===== config.mk =====
export PLATFORM = sky130hd
export DESIGN_NAME = muldiv_sched
export DESIGN_NICKNAME = d
export VERILOG_FILES = /design/src/rtl/muldiv_sched.sv
export SDC_FILE = /design/constraint.sdc
export NUM_CORES = 1
export LEC_CHECK = 0
export ABC_AREA = 1
export CAP_MARGIN = 0
export CORE_ASPECT_RATIO = 1.2
export CORE_MARGIN = 5
export CORE_UTILIZATION = 36
export DETAILED_ROUTE_END_ITERATION = 6
export PLACE_DENSITY = 0.75
export SLEW_MARGIN = 10
export SYNTH_ARGS = -nofsm -noshare
export SYNTH_HDL_FRONTEND = slang
export SYNTH_SLANG_ARGS = --single-unit

===== constraint.sdc =====
create_clock -name clk -period 1.1 [get_ports clk]
set_input_delay 0.22 -clock clk [delete_from_list [all_inputs] [get_ports clk]]
set_output_delay 0.22 -clock clk [all_outputs]
set_load 0.05 [all_outputs]

===== src/rtl/muldiv_sched.sv =====
`timescale 1ns/1ps
// muldiv_sched: two-requester round-robin front end for the N-bit HI/LO
// multiply/divide core. Drives the core's F/a/b through INIT (zero HI/LO),
// ISSUE, HI readback and LO readback, then returns HI/LO on a valid/ready
// response channel.
// Optional build macro MULDIV_SCHED_DZ_TRAP_EN: when defined, a DIV whose
// latched divisor is zero is never issued to the core; the unchanged HI/LO
// come back with rsp_err set, one cycle earlier. When undefined the DIV is
// issued as-is and rsp_err stays 0.

module muldiv_sched #(
    parameter int unsigned N = 3
) (
    input  logic         clk,
    input  logic         rst_n,

    input  logic [1:0]   req_valid,
    output logic [1:0]   req_ready,
    input  logic [1:0]   req_op0,
    input  logic [1:0]   req_op1,
    input  logic [N-1:0] req_a0,
    input  logic [N-1:0] req_a1,
    input  logic [N-1:0] req_b0,
    input  logic [N-1:0] req_b1,

    output logic         rsp_valid,
    input  logic         rsp_ready,
    output logic         rsp_id,
    output logic [N-1:0] rsp_hi,
    output logic [N-1:0] rsp_lo,
    output logic         rsp_err,

    output logic [3:0]   core_F,
    output logic [N-1:0] core_a,
    output logic [N-1:0] core_b,
    input  logic [N-1:0] core_y
);

    localparam int unsigned FW  = 4;
    localparam int unsigned OPW = 2;

    // Core function codes
    localparam logic [FW-1:0] F_VIEW_HI = 4'b0000;
    localparam logic [FW-1:0] F_LD_HI   = 4'b0001;
    localparam logic [FW-1:0] F_VIEW_LO = 4'b0010;
    localparam logic [FW-1:0] F_LD_LO   = 4'b0011;
    localparam logic [FW-1:0] F_MULT    = 4'b1000;
    localparam logic [FW-1:0] F_DIV     = 4'b1010;

    // Request op codes
    localparam logic [OPW-1:0] OP_LD_HI = 2'b00;
    localparam logic [OPW-1:0] OP_LD_LO = 2'b01;
    localparam logic [OPW-1:0] OP_MULT  = 2'b10;
    localparam logic [OPW-1:0] OP_DIV   = 2'b11;

    typedef enum logic [2:0] {
        S_INIT_HI = 3'd0,
        S_INIT_LO = 3'd1,
        S_IDLE    = 3'd2,
        S_ISSUE   = 3'd3,
        S_RD_HI   = 3'd4,
        S_RD_LO   = 3'd5,
        S_RESP    = 3'd6
    } state_t;

    state_t         state;
    state_t         state_n;

    logic           last_gnt;
    logic           gnt_c;
    logic           any_valid_c;
    logic           accept_c;
    logic           dz_c;

    logic [OPW-1:0] sel_op_c;
    logic [N-1:0]   sel_a_c;
    logic [N-1:0]   sel_b_c;

    logic [FW-1:0]  core_f_n;
    logic [N-1:0]   core_a_n;
    logic [N-1:0]   core_b_n;

    // Request op code to core function code
    function automatic logic [FW-1:0] op_to_f(input logic [OPW-1:0] op);
        logic [FW-1:0] f;
        case (op)
            OP_LD_HI: f = F_LD_HI;
            OP_LD_LO: f = F_LD_LO;
            OP_MULT:  f = F_MULT;
            OP_DIV:   f = F_DIV;
            default:  f = F_VIEW_HI;
        endcase
        return f;
    endfunction

    // Round-robin winner: a lone requester wins, a tie goes to the one not granted last
    always_comb begin
        any_valid_c = |req_valid;
        if (req_valid == 2'b11) begin
            gnt_c = ~last_gnt;
        end else begin
            gnt_c = req_valid[1];
        end
    end

    // Operand mux for the current winner
    always_comb begin
        sel_op_c = req_op0;
        sel_a_c  = req_a0;
        sel_b_c  = req_b0;
        if (gnt_c) begin
            sel_op_c = req_op1;
            sel_a_c  = req_a1;
            sel_b_c  = req_b1;
        end
    end

    // Combinational accept: only in IDLE, one-hot to the winner
    always_comb begin
        req_ready = 2'b00;
        accept_c  = (state == S_IDLE) && any_valid_c;
        if (accept_c) begin
            req_ready = gnt_c ? 2'b10 : 2'b01;
        end
    end

`ifdef MULDIV_SCHED_DZ_TRAP_EN
    // Divide-by-zero trap: flag an accepted DIV with a zero divisor
    always_comb begin
        dz_c = accept_c && (sel_op_c == OP_DIV) && (sel_b_c == '0);
    end
`else
    // Divide-by-zero goes to the core unchanged; never flagged
    always_comb begin
        dz_c = 1'b0;
    end
`endif

    // Next state and next core pin values (core pins follow the next state)
    always_comb begin
        state_n  = state;
        core_f_n = F_VIEW_HI;
        core_a_n = core_a;
        core_b_n = core_b;

        case (state)
            S_INIT_HI: state_n = S_INIT_LO;
            S_INIT_LO: state_n = S_IDLE;
            S_IDLE: begin
                if (accept_c) begin
                    state_n = dz_c ? S_RD_HI : S_ISSUE;
                end
            end
            S_ISSUE:   state_n = S_RD_HI;
            S_RD_HI:   state_n = S_RD_LO;
            S_RD_LO:   state_n = S_RESP;
            S_RESP: begin
                if (rsp_valid && rsp_ready) begin
                    state_n = S_IDLE;
                end
            end
            default:   state_n = S_INIT_HI;
        endcase

        case (state_n)
            S_INIT_HI: begin
                core_f_n = F_LD_HI;
                core_a_n = '0;
                core_b_n = '0;
            end
            S_INIT_LO: begin
                core_f_n = F_LD_LO;
                core_a_n = '0;
                core_b_n = '0;
            end
            S_ISSUE: begin
                core_f_n = op_to_f(sel_op_c);
                core_a_n = sel_a_c;
                core_b_n = sel_b_c;
            end
            S_RD_LO:  core_f_n = F_VIEW_LO;
            default:  core_f_n = F_VIEW_HI;
        endcase
    end

    // State register
    always_ff @(posedge clk or negedge rst_n) begin
        if (!rst_n) begin
            state <= S_INIT_HI;
        end else begin
            state <= state_n;
        end
    end

    // Registered core drive
    always_ff @(posedge clk or negedge rst_n) begin
        if (!rst_n) begin
            core_F <= F_LD_HI;
            core_a <= '0;
            core_b <= '0;
        end else begin
            core_F <= core_f_n;
            core_a <= core_a_n;
            core_b <= core_b_n;
        end
    end

    // Last-grant pointer; reset to 1 so requester 0 wins the first tie
    always_ff @(posedge clk or negedge rst_n) begin
        if (!rst_n) begin
            last_gnt <= 1'b1;
        end else if (accept_c) begin
            last_gnt <= gnt_c;
        end
    end

    // Response id/err latched at accept; held until the next accept
    always_ff @(posedge clk or negedge rst_n) begin
        if (!rst_n) begin
            rsp_id  <= 1'b0;
            rsp_err <= 1'b0;
        end else if (accept_c) begin
            rsp_id  <= gnt_c;
            rsp_err <= dz_c;
        end
    end

    // HI/LO readback capture from the core view port
    always_ff @(posedge clk or negedge rst_n) begin
        if (!rst_n) begin
            rsp_hi <= '0;
            rsp_lo <= '0;
        end else begin
            if (state == S_RD_HI) begin
                rsp_hi <= core_y;
            end
            if (state == S_RD_LO) begin
                rsp_lo <= core_y;
            end
        end
    end

    // Response valid tracks residence in RESP
    always_ff @(posedge clk or negedge rst_n) begin
        if (!rst_n) begin
            rsp_valid <= 1'b0;
        end else begin
            rsp_valid <= (state_n == S_RESP);
        end
    end

endmodule


==> impl_metrics.csv <==
group,metric,value,unit
placement,gp_congestion,0.747,
layout,syn_to_final_growth,103,%
power,pwr-share-seq,0.248,
critical_path,required,880,ps
die,start_util,0.379,
die,die_area,0.00386,mm^2
routing,via_count,1047,
power,power_switching_share,0.442,
yosys,synth_top_family_by_area,"simple AND/OR/NAND/NOR gates",
timing,setup_viol_count_final,26,
power,pwr_density_cell,2870,mW/mm^2
yosys,synth.distinct_cells,16,
worst_hold_path,hold_path.class,"in -> async",
routing,via_per_inst,4.63,
critical_path,cp-start-kind,"flop",
global_routing,gr-usage-met1,0.160,
yosys,yosysSeqAreaShare,0.540,
die,die_y,67.1,um
routing,drtIter0Drc,20,
power,clkPwrFrac,0.064,
clocking,cts_buffers,3,
routing,routedWlPerCell,12.5,um
power,internal-power,3180,uW
critical_path,end_kind,"primary output",
layout,n_fill_cell,166,
timing,clock.fmax,649,MHz
clocking,clk_pin_slew,110,ps
critical_path,crit_type,"reg -> out",
yosys,synthSimpleGateAreaFrac,0.321,
flow_run,drv_cap,0,
timing,finalCritPeriodShare,1.40,
die,die_w,57.6,um
layout,drive_above_1_share,0.373,
yosys,synth_top_cell_area_share,0.487,
yosys,synth_compound_area_frac,0.0448,
global_routing,use_met2,0.318,
global_routing,first_global_vias,1105,
power,report.power.total,5690,uW
yosys,syn_inst,122,
clocking,cts_hold_buf,0,
run_status,status,"finished with violations",
clocking,cts_tree,"yes",
layout,final_util,0.770,
timing,min_period,1540,ps
layout,final_nets,218,
routing,drc_errors,0,
layout,final_cell_mix,"nand2_1 (46), clkdlybuf4s50_1 (23), buf_4 (22), buf_12 (21), dfrtp_1 (19)",
clocking,htreeDepth,1,
yosys,synth_area_per_cell,8.01,um^2
yosys,yosys_warnings,0,
timing,rsz0062_at_grt,"true",
global_routing,antenna_found_initial,0,
placement,dp_hpwl,2240,um
die,coreArea,0.00258,mm^2
die,num_rows,20,
timing,hold_violations,0,
global_routing,grt_pass1_wl,4740,um
yosys,synth_fa_ha_area_frac,0,
placement,port_buffers,42,
yosys,ys_seq_elements,21,
routing,drt-total-wl,2820,um
layout,layout_commonest_cell,"nand2_1",
global_routing,use_met3,0.0407,
clocking,clk_latency,300,ps
yosys,yosysTopAreaCell,"dfrtp_1",
layout,antennaDiodeCount,0,
global_routing,gr-max-usage-layer,"met2",
yosys,synth.area.top_cells,"dfrtp_1 (49%), nand2_1 (19%), nand3_1 (7.7%)",
clocking,clk_path_buf_depth,2,
power,ir_drop,1.71,mV
power,pwr-share-comb,0.688,
timing,setup_ws,-441,ps
yosys,syn_area,977,um^2
clocking,cts.sinks,21,
clocking,root_buffer,"clkbuf_4",
timing,slew_viol_final,0,
routing,drt.antenna.violating_nets,0,
critical_path,critPathMaxFanout,3,
routing,drtPass1Iterations,4,
die,io_pins,45,
timing,skew,4.72,ps
power,switching_power,2520,uW
yosys,synth_xor_area_frac,0.00896,
power,power.leakage,0.000984,uW
critical_path,worstPathArrival,1320,ps
run_status,violations,"setup timing",
yosys,synthMuxAreaShare,0,
global_routing,overflow,0,
global_routing,grt_util_all_layers,0.160,
global_routing,grt_max_degree,22,
-- synth_stat cells --
master    count
xor2_1        1
nand2_2       2
inv_2         1
o21ai_0       7
o21ai_2       1
conb_1        1
dfstp_2       2
inv_1        12
nor2_2        1
nand3_2       1
buf_4         4
nand3_1      15
nor2_1        5
nand3b_1      1
dfrtp_1      19
nand2_1      49
-- metrics by stage --
step	instance area, um^2	setup TNS (ps)	instances	setup WS [ps]	hold WS, ps
floorplan	1000	-432	123	-235	-75.6
global placement	1730	-4090	207	-388	465
detailed placement	1730	-5420	207	-464	491
CTS	1840	-1930	215	-470	263
global route	1990	-4190	226	-510	269
finish	1990	-2510	226	-441	253
-- power groups by stage --
stage	Sequential [uW]	Combinational (uW)	Clock [uW]
finish	1410	3920	367
CTS	1400	3440	374
floorplan	2120	795	0
global placement	1400	3110	0
global route	1440	4130	411
detailed placement	1420	3190	0
-- layer usage --
layer / up-vias / share of wire
met5: - / 0
met4: 0 / 0.015
met3: 4 / 0.085
met2: 43 / 0.56
met1: 479 / 0.34
li1: 521 / -
-- what timing repair did --
item                                    in CTS  in global routing
endpoints found under the setup margin      34                 35
resized for setup                           12                 15
buffers inserted                             7                 12
pin swaps                                    6                 10
endpoints found under the hold margin        0                  0
-- sequential cells by signal, summed over array words and instances, names as in the netlist --
register,count
core_F,3
rsp_hi,3
last_gnt,1
state,3
core_b,3
core_a,3
rsp_valid,1
rsp_id,1
rsp_lo,3
-- critical path, cell delays in order (launching register included) --
cell and delay [ps]:
dfstp_2 580, nand2_4 60, nand2_4 90, inv_4 40, nor2_4 100, buf_12 140
-- area by class of cell --
type / instances / area (um^2) / area share
Timing Repair Buffer: 70 / 861 / 0.434
Sequential cell: 21 / 528 / 0.266
Multi-Input combinational cell: 85 / 474 / 0.239
Inverter: 13 / 55.1 / 0.0277
Tap cell: 33 / 41.3 / 0.0208
Clock buffer: 4 / 26.3 / 0.0132
-- worst paths after layout --
check / from / end / cells after the start / slack (ps)
max in group asynchronous: rst_n / core_F[0]$_DFF_PN1_ / 2 / 630
worst max register to register: state[1]$_DFF_PN0_ / core_b[1]$_DFFE_PN0P_ / 7 / -180
min in group clk: core_y[2] / rsp_hi[2]$_DFFE_PN0P_ / 3 / 480
worst min-delay path: rst_n / rsp_lo[2]$_DFFE_PN0P_ / 2 / 250
worst max-delay path: last_gnt$_DFFE_PN1P_ / req_ready[0] / 5 / -440
worst min register to register: last_gnt$_DFFE_PN1P_ / last_gnt$_DFFE_PN1P_ / 2 / 540
-- cells by family (layout without fill, tap and decap cells) --
| family | after synthesis | after routing |
|---|---|---|
| AOI/OAI and AO/OA | 8 | 8 |
| xor gates and xnor gates | 1 | 1 |
| buffers and inverters | 17 | 87 |
| DFF | 21 | 21 |
| other | 1 | 2 |
| and+or+nand+nor | 74 | 74 |
(Power assumes the default switching activity.)
